==> src/rtl/tcounter_pkg.sv <==
// tcounter_pkg: shared constants and helpers for the tcounter_param counter.
//   TC_DIR_UP / TC_DIR_DOWN : encodings of the 'up' direction input.
//   tc_clamp_load()         : clamps a parallel-load value into 0..modulus-1.
package tcounter_pkg;

  localparam logic TC_DIR_UP   = 1'b1;
  localparam logic TC_DIR_DOWN = 1'b0;

  // Values at or above the modulus would leave the counter outside its range,
  // so they are pinned to the top count instead.
  function automatic logic [31:0] tc_clamp_load(input logic [31:0] val,
                                                input int unsigned modulus);
    if (val >= modulus) begin
      return modulus - 32'd1;
    end
    return val;
  endfunction

endpackage

==> src/rtl/tcounter_param_if.sv <==
// tcounter_param_if: control/status bundle of the tcounter_param counter.
//   clear    : synchronous active-high clear
//   en       : count enable
//   up       : direction (TC_DIR_UP / TC_DIR_DOWN)
//   load     : synchronous parallel-load strobe
//   load_val : value to load (clamped to MODULUS-1)
//   q        : registered count
//   tc       : combinational terminal count
//   wrap     : registered one-cycle wrap pulse
// Modports: master drives the controls, slave is the counter.
interface tcounter_param_if #(
  parameter int unsigned WIDTH = 4
);
  import tcounter_pkg::*;

  logic             clear;
  logic             en;
  logic             up;
  logic             load;
  logic [WIDTH-1:0] load_val;
  logic [WIDTH-1:0] q;
  logic             tc;
  logic             wrap;

  modport master (
    output clear, en, up, load, load_val,
    input  q, tc, wrap
  );

  modport slave (
    input  clear, en, up, load, load_val,
    output q, tc, wrap
  );

endinterface

==> src/rtl/tcounter_tff.sv <==
// tcounter_tff: one-bit T flip-flop cell used as a counter bit.
//   clk     : clock, state changes on rising edge
//   clear_n : asynchronous active-low clear
//   clear   : synchronous active-high clear (wins over t)
//   t       : toggle enable
//   q       : registered bit value
module tcounter_tff (
  input  logic clk,
  input  logic clear_n,
  input  logic clear,
  input  logic t,
  output logic q
);

  always_ff @(posedge clk or negedge clear_n) begin
    if (!clear_n) begin
      q <= 1'b0;
    end else if (clear) begin
      q <= 1'b0;
    end else if (t) begin
      q <= ~q;
    end
  end

endmodule

==> src/rtl/tcounter_param.sv <==
// tcounter_param: parametrised up/down modulo counter built from T-flop bits.
//   WIDTH   : counter width in bits (1..31)
//   MODULUS : count range 0..MODULUS-1, legal 2..2**WIDTH
//   clk     : clock
//   clear_n : asynchronous active-low reset (q=0, wrap=0)
//   bus     : tcounter_param_if.slave (clear, en, up, load, load_val, q, tc, wrap)
// Edge priority: clear > load > en > hold.
// Build option: define TCOUNTER_SAT_EN for saturating mode (holds at the ends,
// wrap tied to 0). Without it the counter wraps modulo MODULUS.
module tcounter_param
  import tcounter_pkg::*;
#(
  parameter int unsigned WIDTH   = 4,
  parameter int unsigned MODULUS = 2 ** WIDTH
) (
  input  logic           clk,
  input  logic           clear_n,
  tcounter_param_if.slave bus
);

  if (WIDTH < 1 || WIDTH > 31) begin : gen_bad_width
    $error("tcounter_param: WIDTH must be in 1..31");
  end
  if (MODULUS < 2 || longint'(MODULUS) > (longint'(1) << WIDTH)) begin : gen_bad_modulus
    $error("tcounter_param: MODULUS must be in 2..2**WIDTH");
  end

  localparam logic [WIDTH-1:0] MaxVal = WIDTH'(MODULUS - 1);

  logic [WIDTH-1:0] q_w;
  logic [WIDTH-1:0] next_val;
  logic [WIDTH-1:0] load_clamped;
  logic [WIDTH-1:0] t_w;
  logic             at_max;
  logic             at_zero;
  logic             dir_up;

  assign dir_up       = (bus.up == TC_DIR_UP);
  assign at_max       = (q_w == MaxVal);
  assign at_zero      = (q_w == '0);
  assign load_clamped = WIDTH'(tc_clamp_load(32'(bus.load_val), MODULUS));

  // Next value ignoring clear; the bit cells apply clear themselves.
  always_comb begin
    next_val = q_w;
    if (bus.load) begin
      next_val = load_clamped;
    end else if (bus.en) begin
      if (dir_up) begin
`ifdef TCOUNTER_SAT_EN
        next_val = at_max ? q_w : q_w + WIDTH'(1);
`else
        next_val = at_max ? '0 : q_w + WIDTH'(1);
`endif
      end else begin
`ifdef TCOUNTER_SAT_EN
        next_val = at_zero ? q_w : q_w - WIDTH'(1);
`else
        next_val = at_zero ? MaxVal : q_w - WIDTH'(1);
`endif
      end
    end
  end

  // Each bit toggles exactly where it differs from the selected next value.
  assign t_w = q_w ^ next_val;

  for (genvar i = 0; i < WIDTH; i++) begin : gen_bit
    tcounter_tff u_tff (
      .clk     (clk),
      .clear_n (clear_n),
      .clear   (bus.clear),
      .t       (t_w[i]),
      .q       (q_w[i])
    );
  end

  assign bus.q  = q_w;
  assign bus.tc = bus.en & ((dir_up & at_max) | (~dir_up & at_zero));

`ifdef TCOUNTER_SAT_EN
  assign bus.wrap = 1'b0;
`else
  logic wrap_d;
  logic wrap_q;

  // A wrap happens only on a counting edge that leaves the end of the range.
  always_comb begin
    wrap_d = 1'b0;
    if (!bus.load && bus.en) begin
      wrap_d = dir_up ? at_max : at_zero;
    end
  end

  always_ff @(posedge clk or negedge clear_n) begin
    if (!clear_n) begin
      wrap_q <= 1'b0;
    end else if (bus.clear) begin
      wrap_q <= 1'b0;
    end else begin
      wrap_q <= wrap_d;
    end
  end

  assign bus.wrap = wrap_q;
`endif

endmodule

==> src/flat_wrapper.sv <==
// flat-port wrapper written by rule: the top's interface ports become plain ports
module tcounter_param_flat import tcounter_pkg::*;
#(
  parameter int unsigned WIDTH   = 4,
  parameter int unsigned MODULUS = 2 ** WIDTH
)
  (clk, clear_n, bus_clear, bus_en, bus_up, bus_load, bus_load_val, bus_q, bus_tc, bus_wrap);
  tcounter_param_if #(.WIDTH(WIDTH)) bus_i ();
  input  logic clk;
  input  logic clear_n;
  input wire logic [$bits(bus_i.clear)-1:0] bus_clear;
  input wire logic [$bits(bus_i.en)-1:0] bus_en;
  input wire logic [$bits(bus_i.up)-1:0] bus_up;
  input wire logic [$bits(bus_i.load)-1:0] bus_load;
  input wire logic [$bits(bus_i.load_val)-1:0] bus_load_val;
  output wire logic [$bits(bus_i.q)-1:0] bus_q;
  output wire logic [$bits(bus_i.tc)-1:0] bus_tc;
  output wire logic [$bits(bus_i.wrap)-1:0] bus_wrap;
  assign bus_i.clear = bus_clear;
  assign bus_i.en = bus_en;
  assign bus_i.up = bus_up;
  assign bus_i.load = bus_load;
  assign bus_i.load_val = bus_load_val;
  assign bus_q = bus_i.q;
  assign bus_tc = bus_i.tc;
  assign bus_wrap = bus_i.wrap;
  tcounter_param #(.WIDTH(WIDTH), .MODULUS(MODULUS)) u_core (.clk(clk), .clear_n(clear_n), .bus(bus_i));
endmodule
==> config.mk <==
export PLATFORM = sky130hd
export DESIGN_NAME = tcounter_param_flat
export DESIGN_NICKNAME = d
export VERILOG_FILES = /design/src/rtl/tcounter_pkg.sv /design/src/rtl/tcounter_param_if.sv /design/src/rtl/tcounter_tff.sv /design/src/rtl/tcounter_param.sv /design/src/flat_wrapper.sv
export SDC_FILE = /design/constraint.sdc
export NUM_CORES = 1
export LEC_CHECK = 0
export CORE_AREA = 3 3 40 42
export CTS_CLUSTER_SIZE = 8
export DETAILED_ROUTE_END_ITERATION = 12
export DIE_AREA = 0 0 43 45
export PLACE_DENSITY = 0.66
export SLEW_MARGIN = 20
export SYNTH_ARGS = -nofsm -noshare
export SYNTH_HDL_FRONTEND = slang
export SYNTH_SLANG_ARGS = --single-unit
==> constraint.sdc <==
create_clock -name clk -period 1.5 [get_ports clk]
set_input_delay 0.3 -clock clk [delete_from_list [all_inputs] [get_ports clk]]
set_output_delay 0.3 -clock clk [all_outputs]
set_load 0.02 [all_outputs]
# After elaboration in Yosys (flattened, before gate mapping)
# Cells that the tools add are included.
[word_totals]
reg_bits = 5
inputBits = 10
output_inout_bits = 6
elab_cells = 41
[classes]
addsub = 2
eq_ne = 1
n_mux = 16
bitwise_logic = 10
reduce_logical = 7
[op_table]
columns = ["operator", "n"]
rows = [
  ["$mux W4", 5],
  ["$mux W1", 11],
  ["$reduce_bool A2 Y1", 4],
  ["$not A1 Y1", 5],
  ["$add A4 B1 Y4 const B", 1],
  ["$eq A4 B4 Y1 const B", 1],
  ["$logic_not A4 Y1", 1],
  ["$sub A4 B1 Y4 const B", 1],
  ["$xor A4 B4 Y4", 1],
  ["$and A1 B1 Y1", 3],
  ["$logic_and A1 B1 Y1", 1],
  ["$logic_not A1 Y1", 1],
  ["$or A1 B1 Y1", 1],
]

# Depth between registers and ports, before layout
# Gate-level depths: netlist of run 1.
[depth]
word_depth = 8
ltp_mapped = 5
depth_no_buf = 5

# Modules after synthesis
# From an unflattened synthesis of run 1, not the netlist that was laid out.
[unflattened]
hier_cells = 52
area_unflattened_um2 = 430.4
[by_module_without_submodules]
columns = ["module", "n_inst", "cells_each", "area_per_inst_um2", "seq_area_each_um2"]
rows = [
  ["tcounter_param", 1, 40, 280.3, 25.0],
  ["tcounter_tff", 4, 3, 37.5, 25.0],
]

# Worst setup path before layout of run 1
# Ideal clock, no wire load.
[synth_timing]
kind = "flip-flop to flip-flop"
from = "register u_core.gen_bit[0].u_tff.q"
to = "register u_core.gen_bit[2].u_tff.q"
setup_time_ns = 0.126
arrival_time_ns = 1.413
required_ns = 1.374
setup_slack_ns = -0.039
stages_incl_launch_ff = 6
n_path_buf = 0
period_less_slack_ns = 1.539
cell_sequence = "dfrtp_1 -> inv_1 -> ha_1 -> mux2_4 -> and3_4 -> o311a_1"
[synth_between]
elab_chain_cells = 7
word_cells_on_any_way = 11
classes_between = "add/sub: 2; eq/ne: 1; mux: 5; bitwise: 1; reduce/logical: 2"
[synth_rtl]
columns = ["item", "line", "source"]
rows = [
  ["from (decl)", "tcounter_tff.sv:12", "output logic q"],
  ["from (signal assigned)", "tcounter_tff.sv:21", "q <= ~q;"],
  ["$sub A4 B1 Y4, or another cell as far along", "tcounter_param.sv:59", "next_val = at_zero ? MaxVal : q_w - WIDTH'(1);"],
  ["$mux W4 (on tied branches)", "tcounter_param.sv:59, tcounter_param.sv:53", ""],
  ["$mux W4 (*)", "tcounter_param.sv:49", "if (dir_up) begin"],
  ["$mux W4 (*)", "tcounter_param.sv:48", "end else if (bus.en) begin"],
  ["$mux W4 (*)", "tcounter_param.sv:46", "if (bus.load) begin"],
  ["$xor A4 B4 Y4 (*)", "tcounter_param.sv:66", "assign t_w = q_w ^ next_val;"],
  ["$reduce_bool A2 Y1 (no line) (*)", "n/a", ""],
  ["to (signal assigned)", "tcounter_tff.sv:21", ""],
  ["to (decl)", "tcounter_tff.sv:12", ""],
]
# Every way passes the cells marked *; elsewhere a longest branch is shown, timed or not.
# A chain may end at the register's enable or synchronous reset.

# Final worst setup path of run 1
[layout_timing]
from = "register u_core.gen_bit[1].u_tff.q"
to = "output bus_tc"
[layout_between]
elab_chain_cells = 4
word_cells_on_any_way = 6
classes_between = "eq/ne: 1; bitwise: 4; reduce/logical: 1"
[layout_rtl]
columns = ["item", "line", "source"]
rows = [
  ["from (decl)", "tcounter_tff.sv:12", ""],
  ["from (signal assigned)", "tcounter_tff.sv:21", ""],
  ["$eq A4 B4 Y1 / $logic_not A4 Y1 (equally long branches)", "tcounter_param.sv:39, tcounter_param.sv:40", ""],
  ["$and A1 B1 Y1", "tcounter_param.sv:79", "assign bus.tc = bus.en & ((dir_up & at_max) | (~dir_up & at_zero));"],
  ["$or A1 B1 Y1 (*)", "tcounter_param.sv:79", ""],
  ["$and A1 B1 Y1 (*)", "tcounter_param.sv:79", ""],
  ["to (decl)", "flat_wrapper.sv:17", "output wire logic [$bits(bus_i.tc)-1:0] bus_tc;"],
]
# Marks and branches as above.

==> results by group, run 1 <==
Routing
  – DR pass1 iterations: 4
  – Met2 wire length: 687 µm
  – Residual DRC: 0
  – Routed vias: ~480
  – Vias per inst: around 5.2
  – Final ANT Viol Nets: 0
  – Routed Wire Length: 1340 µm
  – WL met1: around 590 µm
  – WL/cell: 14.5 µm
  – Met3 routed WL: 64 µm
  – Initial DRC count: 5
  – Top sig layer: met3

Pwr
  – Combinational power share: 0.411
  – Sw Share: 0.310
  – Power share of the clock group: 0.286
  – Total power draw: between 0.5 and 0.6 mW
  – Leak Pwr: 0.346 nW
  – Sequential share of power: 0.304
  – Worst vdd ir: 0.671 mV
  – Cell Pwr Density: between 600 and 700 nW/µm²
  – Int Power: 0.366 mW
  – Switching power: 0.164 mW

Synth
  – Yosys reg bits: 5
  – EDFF count, synth: 0
  – Top-count cell post-synth: inv_1
  – Post-synth net total: 63
  – Mapped Cells: 51
  – Top FF cell, synth: dfrtp_1
  – Mapped Avg Cell Area: 8.98 µm²
  – Post-Synthesis Cell Area: 458 µm²
  – Post-synth top area share: 0.273
  – Synth area leaders: dfrtp_1 27%, buf_4 6.6%, inv_1 5.7%, ha_1 5.5%, a21oi_1 3.3%
  – Most frequent cells after synthesis: 7 x inv_1, 5 x dfrtp_1, 4 x buf_4, 3 x a21oi_1
  – Area leader, netlist: dfrtp_1
  – Distinct cells, synth: 32
  – Share of flip-flops with an asynchronous set or reset: 1.00
  – Syn. warnings: 0
  – Sequential fraction of the synthesis area: 0.273

Critical path
  – Worst EP arrival: 1.36 ns
  – FF-to-FF Start: u_core.gen_bit[0].u_tff.q$_DFFE_PN0P_
  – Crit Path Class: flip-flop to output port
  – CP startpoint: u_core.gen_bit[1].u_tff.q$_DFFE_PN0P_
  – CP max FO: 3
  – Worst setup SP type: flip-flop
  – Setup crit end kind: output port
  – Required time worst endpoint: 1.20 ns

Place
  – Placed Area: about 670 µm²
  – Detail Placement HPWL: 945 µm
  – Setup WS pre-CTS: -0.590 ns
  – Buffers on Ports: 15
  – Placer Congestion: 0.791
  – Placed insts: 86

Status
  – Status: finished, violations left
  – Failing checks: setup timing

Floorplanning
  – Full die area: between 1500 and 2000 µm²
  – Die height: 45 µm
  – Die W: 43 µm
  – CORE AREA: 1280 µm²
  – I/O pin total: 16
  – Rows: 13
  – Starting Density: 0.356

GRT
  – GR Overflow Total: 0
  – Antenna violations before repair: 0
  – Vias in the first global route: between 400 and 500
  – First-pass GRT wire length: 1980 µm
  – Largest net degree at the start of global routing: 8
  – Tot GR Track Use: 0.139

Timing
  – Tcrit/Tclk final: 1.11
  – Worst-Margin Slew: between 0.2 and 0.3 ns
  – Final setup viols: 2
  – RSZ-0062 raised after global routing: yes
  – Final worst slack: -0.164 ns
  – Rel. slew slack: 0.831
  – Final Hold Viols: 0
  – Worst hold slack: 0.272 ns
  – Post-Route Setup TNS: -0.267 ns
  – Fmax: approximately 600 MHz
  – Max Transition Viols Final: 0
  – Min Tclk post-route: 1.66 ns
  – Clk_skew: 0.00717 ns

Clock tree
  – Clk buf depth: 2
  – Num CTS Buffers: 3
  – H-tree depth: 1
  – CTS Root Buffer Type: clkbuf_4
  – Clk sinks: 5
  – Clk_lat worst skew: 0.24 ns
  – Clk slew on worst S/H paths: 0.05 ns
  – CTS tree: yes

Layout
  – Count of non-filler cells in the finished layout: 92
  – Layout Nets: 90
  – P&R area growth vs syn: 68.0%
  – Diodes inserted: 0
  – Share of post-route cells with drive strength above 1: 0.429
  – Post-route cell area: 769 µm²
  – Final core utilization: 0.599

Hold path
  – Tightest Hold Check Type: input pin to async pin

Run
  – Max-cap violations: 0
layer usage:
layer | vias up | track usage
li1 | 235 | -
met4 | 0 | 0.0361
met3 | 0 | 0.0478
met5 | - | 0
met2 | 15 | 0.225
met1 | 227 | 0.178
final cells by class:
cell class,count,area (µm²)
clock buffers,4,26.3
fillers,114,515
inverters,7,26.3
multi-input cells,32,318
flip-flops and latches,5,128
well taps,15,18.8
repair buffers,29,253
flip-flops by register name, indices dropped and copies added (netlist names):
| register | flops |
|---|---|
| u_core.bus.wrap | 1 |
| u_core.gen_bit.u_tff.q | 4 |
kinds of logic after synthesis:
| kind of cell | synth area share |
|---|---|
| multiplexers | 0.0328 |
| XOR/XNOR | 0.0191 |
| flip-flops | 0.273 |
| AO/OA/AOI/OAI | 0.249 |
| buffers and inverters | 0.167 |
| AND/OR/NAND/NOR | 0.205 |
| adder cells (fa/ha/maj) | 0.0546 |
worst max-delay path, cell delays in order, from the launching register on:
cell	delay [ns]
dfrtp_2	0.43
inv_2	0.08
ha_4	0.14
nor4b_4	0.17
o21a_1	0.18
buf_6	0.12
path summary, 6_finish.rpt:
check | to | slack, ns | depth (start not counted)
setup / recovery | bus_tc | -0.16 | 5
setup reg to reg | u_core.gen_bit[2].u_tff.q$_DFFE_PN0P_ | -0.10 | 6
min in group clk | u_core.gen_bit[0].u_tff.q$_DFFE_PN0P_ | 0.62 | 3
max in group asynchronous | u_core.gen_bit[0].u_tff.q$_DFFE_PN0P_ | 1.02 | 1
hold reg to reg | u_core.gen_bit[0].u_tff.q$_DFFE_PN0P_ | 0.85 | 3
hold / removal | u_core.gen_bit[3].u_tff.q$_DFFE_PN0P_ | 0.27 | 1
timing repair:
action | CTS | global route
setup endpoints to repair | 6 | 6
gates resized for setup | 14 | 14
gates cloned | 0 | 0
pin swaps | 2 | 6
hold buffers | 0 | 0
buffers inserted | 1 | 1
power by group through the flow:
stage	clock network (mW)	logic [mW]	registers, mW
4_1_cts	0.157	0.190	0.157
3_3_place_gp	0	0.189	0.156
3_5_place_dp	0	0.191	0.156
6_report	0.152	0.218	0.161
5_1_grt	0.171	0.237	0.163
2_1_floorplan	0	0.105	0.160
cells in the final DEF (no fill, tap or decap), drive strengths merged, types with 2 or more instances in the layout:
cell type / n
inv: 7
clkdlybuf4s50: 9
a21oi: 3
clkdlybuf4s15: 2
nand2b: 2
dfrtp: 5
ha: 2
buf: 16
clkbuf: 4
nor3b: 2
nor2b: 2
(Power assumes the default switching activity.)
==> run 2, diff against run 1 <==
- CAP_MARGIN: default -> 25
- PLACE_DENSITY: 0.66 -> default
- clock period: 1.5 -> 1.6 ns (I/O delays scaled with it)
==> results by group, run 2 (synthesized netlist as in run 1, its figures left out) <==
Status
  – Status: finished, violations left
  – Failing checks: setup timing

Layout
  – Share of post-route cells with drive strength above 1: 0.372
  – Top reg by flops: u_core.gen_bit.u_tff.q
  – P&R area growth vs syn: 64.5%
  – Commonest non-fill, non-tap cells in the layout: 15 x buf_4, 9 x clkdlybuf4s50_1, 5 x inv_1, 5 x dfrtp_1
  – Diodes inserted: 0
  – Most common cell after layout, fill and taps aside: buf_4
  – Max FFs per register: 4
  – Layout Nets: 91
  – Count of non-filler cells in the finished layout: 93

Routing
  – Residual DRC: 0
  – WL/cell: 12.0 µm
  – Final ANT Viol Nets: 0
  – Vias per inst: 5.10
  – Routed vias: 474
  – DR pass1 iterations: 4
  – Routed Wire Length: 1120 µm
  – Initial DRC count: 7

Pwr
  – Worst vdd ir: approximately 0.57 mV
  – Power share of the clock group: 0.292
  – Cell Pwr Density: 645 nW/µm²
  – Sw Share: 0.298
  – Sequential share of power: 0.304
  – Switching power: approximately 0.15 mW
  – Int Power: 0.341 mW
  – Combinational power share: 0.404
  – Total power draw: 0.486 mW
  – Leak Pwr: between 0.3 and 0.4 nW

Critical path
  – Worst setup SP type: flip-flop
  – Crit Path Class: flip-flop to output port
  – Required time worst endpoint: about 1.3 ns
  – CP max FO: 4
  – Setup crit end kind: output port
  – Register-to-Register Path Depth: 6
  – Worst EP arrival: 1.36 ns

GRT
  – Antenna violations before repair: 0
  – Largest net degree at the start of global routing: 8
  – First-pass GRT wire length: 1680 µm
  – Vias in the first global route: 397
  – Tot GR Track Use: 0.122
  – GR Overflow Total: 0

Timing
  – Tcrit/Tclk final: 1.05
  – RSZ-0062 raised after global routing: yes
  – Clk_skew: 0.00321 ns
  – Min Tclk post-route: approximately 1.7 ns
  – Final setup viols: 2
  – Max Transition Viols Final: 0
  – Worst-Margin Slew: 0.285 ns
  – Rel. slew slack: 0.809
  – Fmax: 596 MHz
  – Final Hold Viols: 0
  – Final worst slack: -0.0767 ns
  – Post-Route Setup TNS: -0.139 ns

Clock tree
  – H-tree depth: 1
  – Clk sinks: 5
  – Clk_lat worst skew: 0.24 ns
  – Num CTS Buffers: 3
  – Hold Buf Count CTS: 0
  – Clk buf depth: 2
  – Clk slew on worst S/H paths: 0.04 ns
  – CTS Root Buffer Type: clkbuf_4
  – CTS tree: yes

Place
  – Placer Congestion: 0.797
  – Detail Placement HPWL: 908 µm
  – Buffers on Ports: 15
  – Placed insts: 86

Run
  – Max-cap violations: 0

Floorplanning
  – Die height: 45 µm
  – Starting Density: 0.356
  – CORE AREA: 1280 µm²
  – Die W: roughly 43 µm
  – I/O pin total: 16
  – Rows: 13
  – Full die area: 1940 µm²

Hold path
  – Tightest Hold Check Type: input pin to async pin
==> run 2: layout make-up <==
cell class,count,area [µm²]
Tap cell,15,18.8
Fill cell,120,532
Multi-Input combinational cell,32,294
Timing Repair Buffer,30,263
Sequential cell,5,125
Inverter,7,26.3
Clock buffer,4,26.3
==> run 2: path summary, 6_finish.rpt <==
check | start | end | slack [ns]
max in group asynchronous | clear_n | u_core.gen_bit[1].u_tff.q$_DFFE_PN0P_ | 1.12
hold reg to reg | u_core.gen_bit[1].u_tff.q$_DFFE_PN0P_ | u_core.gen_bit[1].u_tff.q$_DFFE_PN0P_ | 0.78
setup reg to reg | u_core.gen_bit[1].u_tff.q$_DFFE_PN0P_ | u_core.gen_bit[2].u_tff.q$_DFFE_PN0P_ | -0.06
min in group clk | bus_load_val[0] | u_core.gen_bit[0].u_tff.q$_DFFE_PN0P_ | 0.65
setup / recovery | u_core.gen_bit[1].u_tff.q$_DFFE_PN0P_ | bus_tc | -0.08
hold / removal | clear_n | u_core.gen_bit[0].u_tff.q$_DFFE_PN0P_ | 0.30
==> run 2: per-stage QoR <==
step	worst slack [ns]	util	cell area (µm²)	hold WS [ns]
floorplan	0.0613	-	458	0.0244
global placement	-0.498	0.519	667	0.552
detailed placement	-0.507	0.519	667	0.552
CTS	-0.125	0.549	706	0.295
global route	-0.136	0.586	753	0.295
finish	-0.0767	0.586	753	0.297
==> run 2: routing by layer <==
metal,vias up,part of all wire,global-route usage
li1,237,-,-
met1,225,0.47,0.151
met2,12,0.47,0.198
met3,0,0.059,0.0478
met4,0,0,0.0361
met5,-,0,0
==> run 2: power by group through the flow <==
stage / Sequential (mW) / Combinational, mW / Clock, mW
4_1_cts: 0.146 / 0.177 / 0.148
3_5_place_dp: 0.147 / 0.180 / 0
3_3_place_gp: 0.147 / 0.179 / 0
6_report: 0.148 / 0.196 / 0.142
2_1_floorplan: 0.150 / 0.0978 / 0
5_1_grt: 0.149 / 0.212 / 0.165
==> run 2: worst max-delay path, stage by stage (launching register included) <==
cell and delay (ns):
dfrtp_1 0.41, ha_2 0.21, and4_4 0.18, o21a_1 0.19
buf_6 0.13
==> run 2: what timing repair did <==
action                                  in CTS  in global routing
pin swaps                                    3                  2
buffers inserted                             1                  2
gates cloned                                 0                  0
resized for setup                           12                  9
endpoints found under the setup margin       6                  2
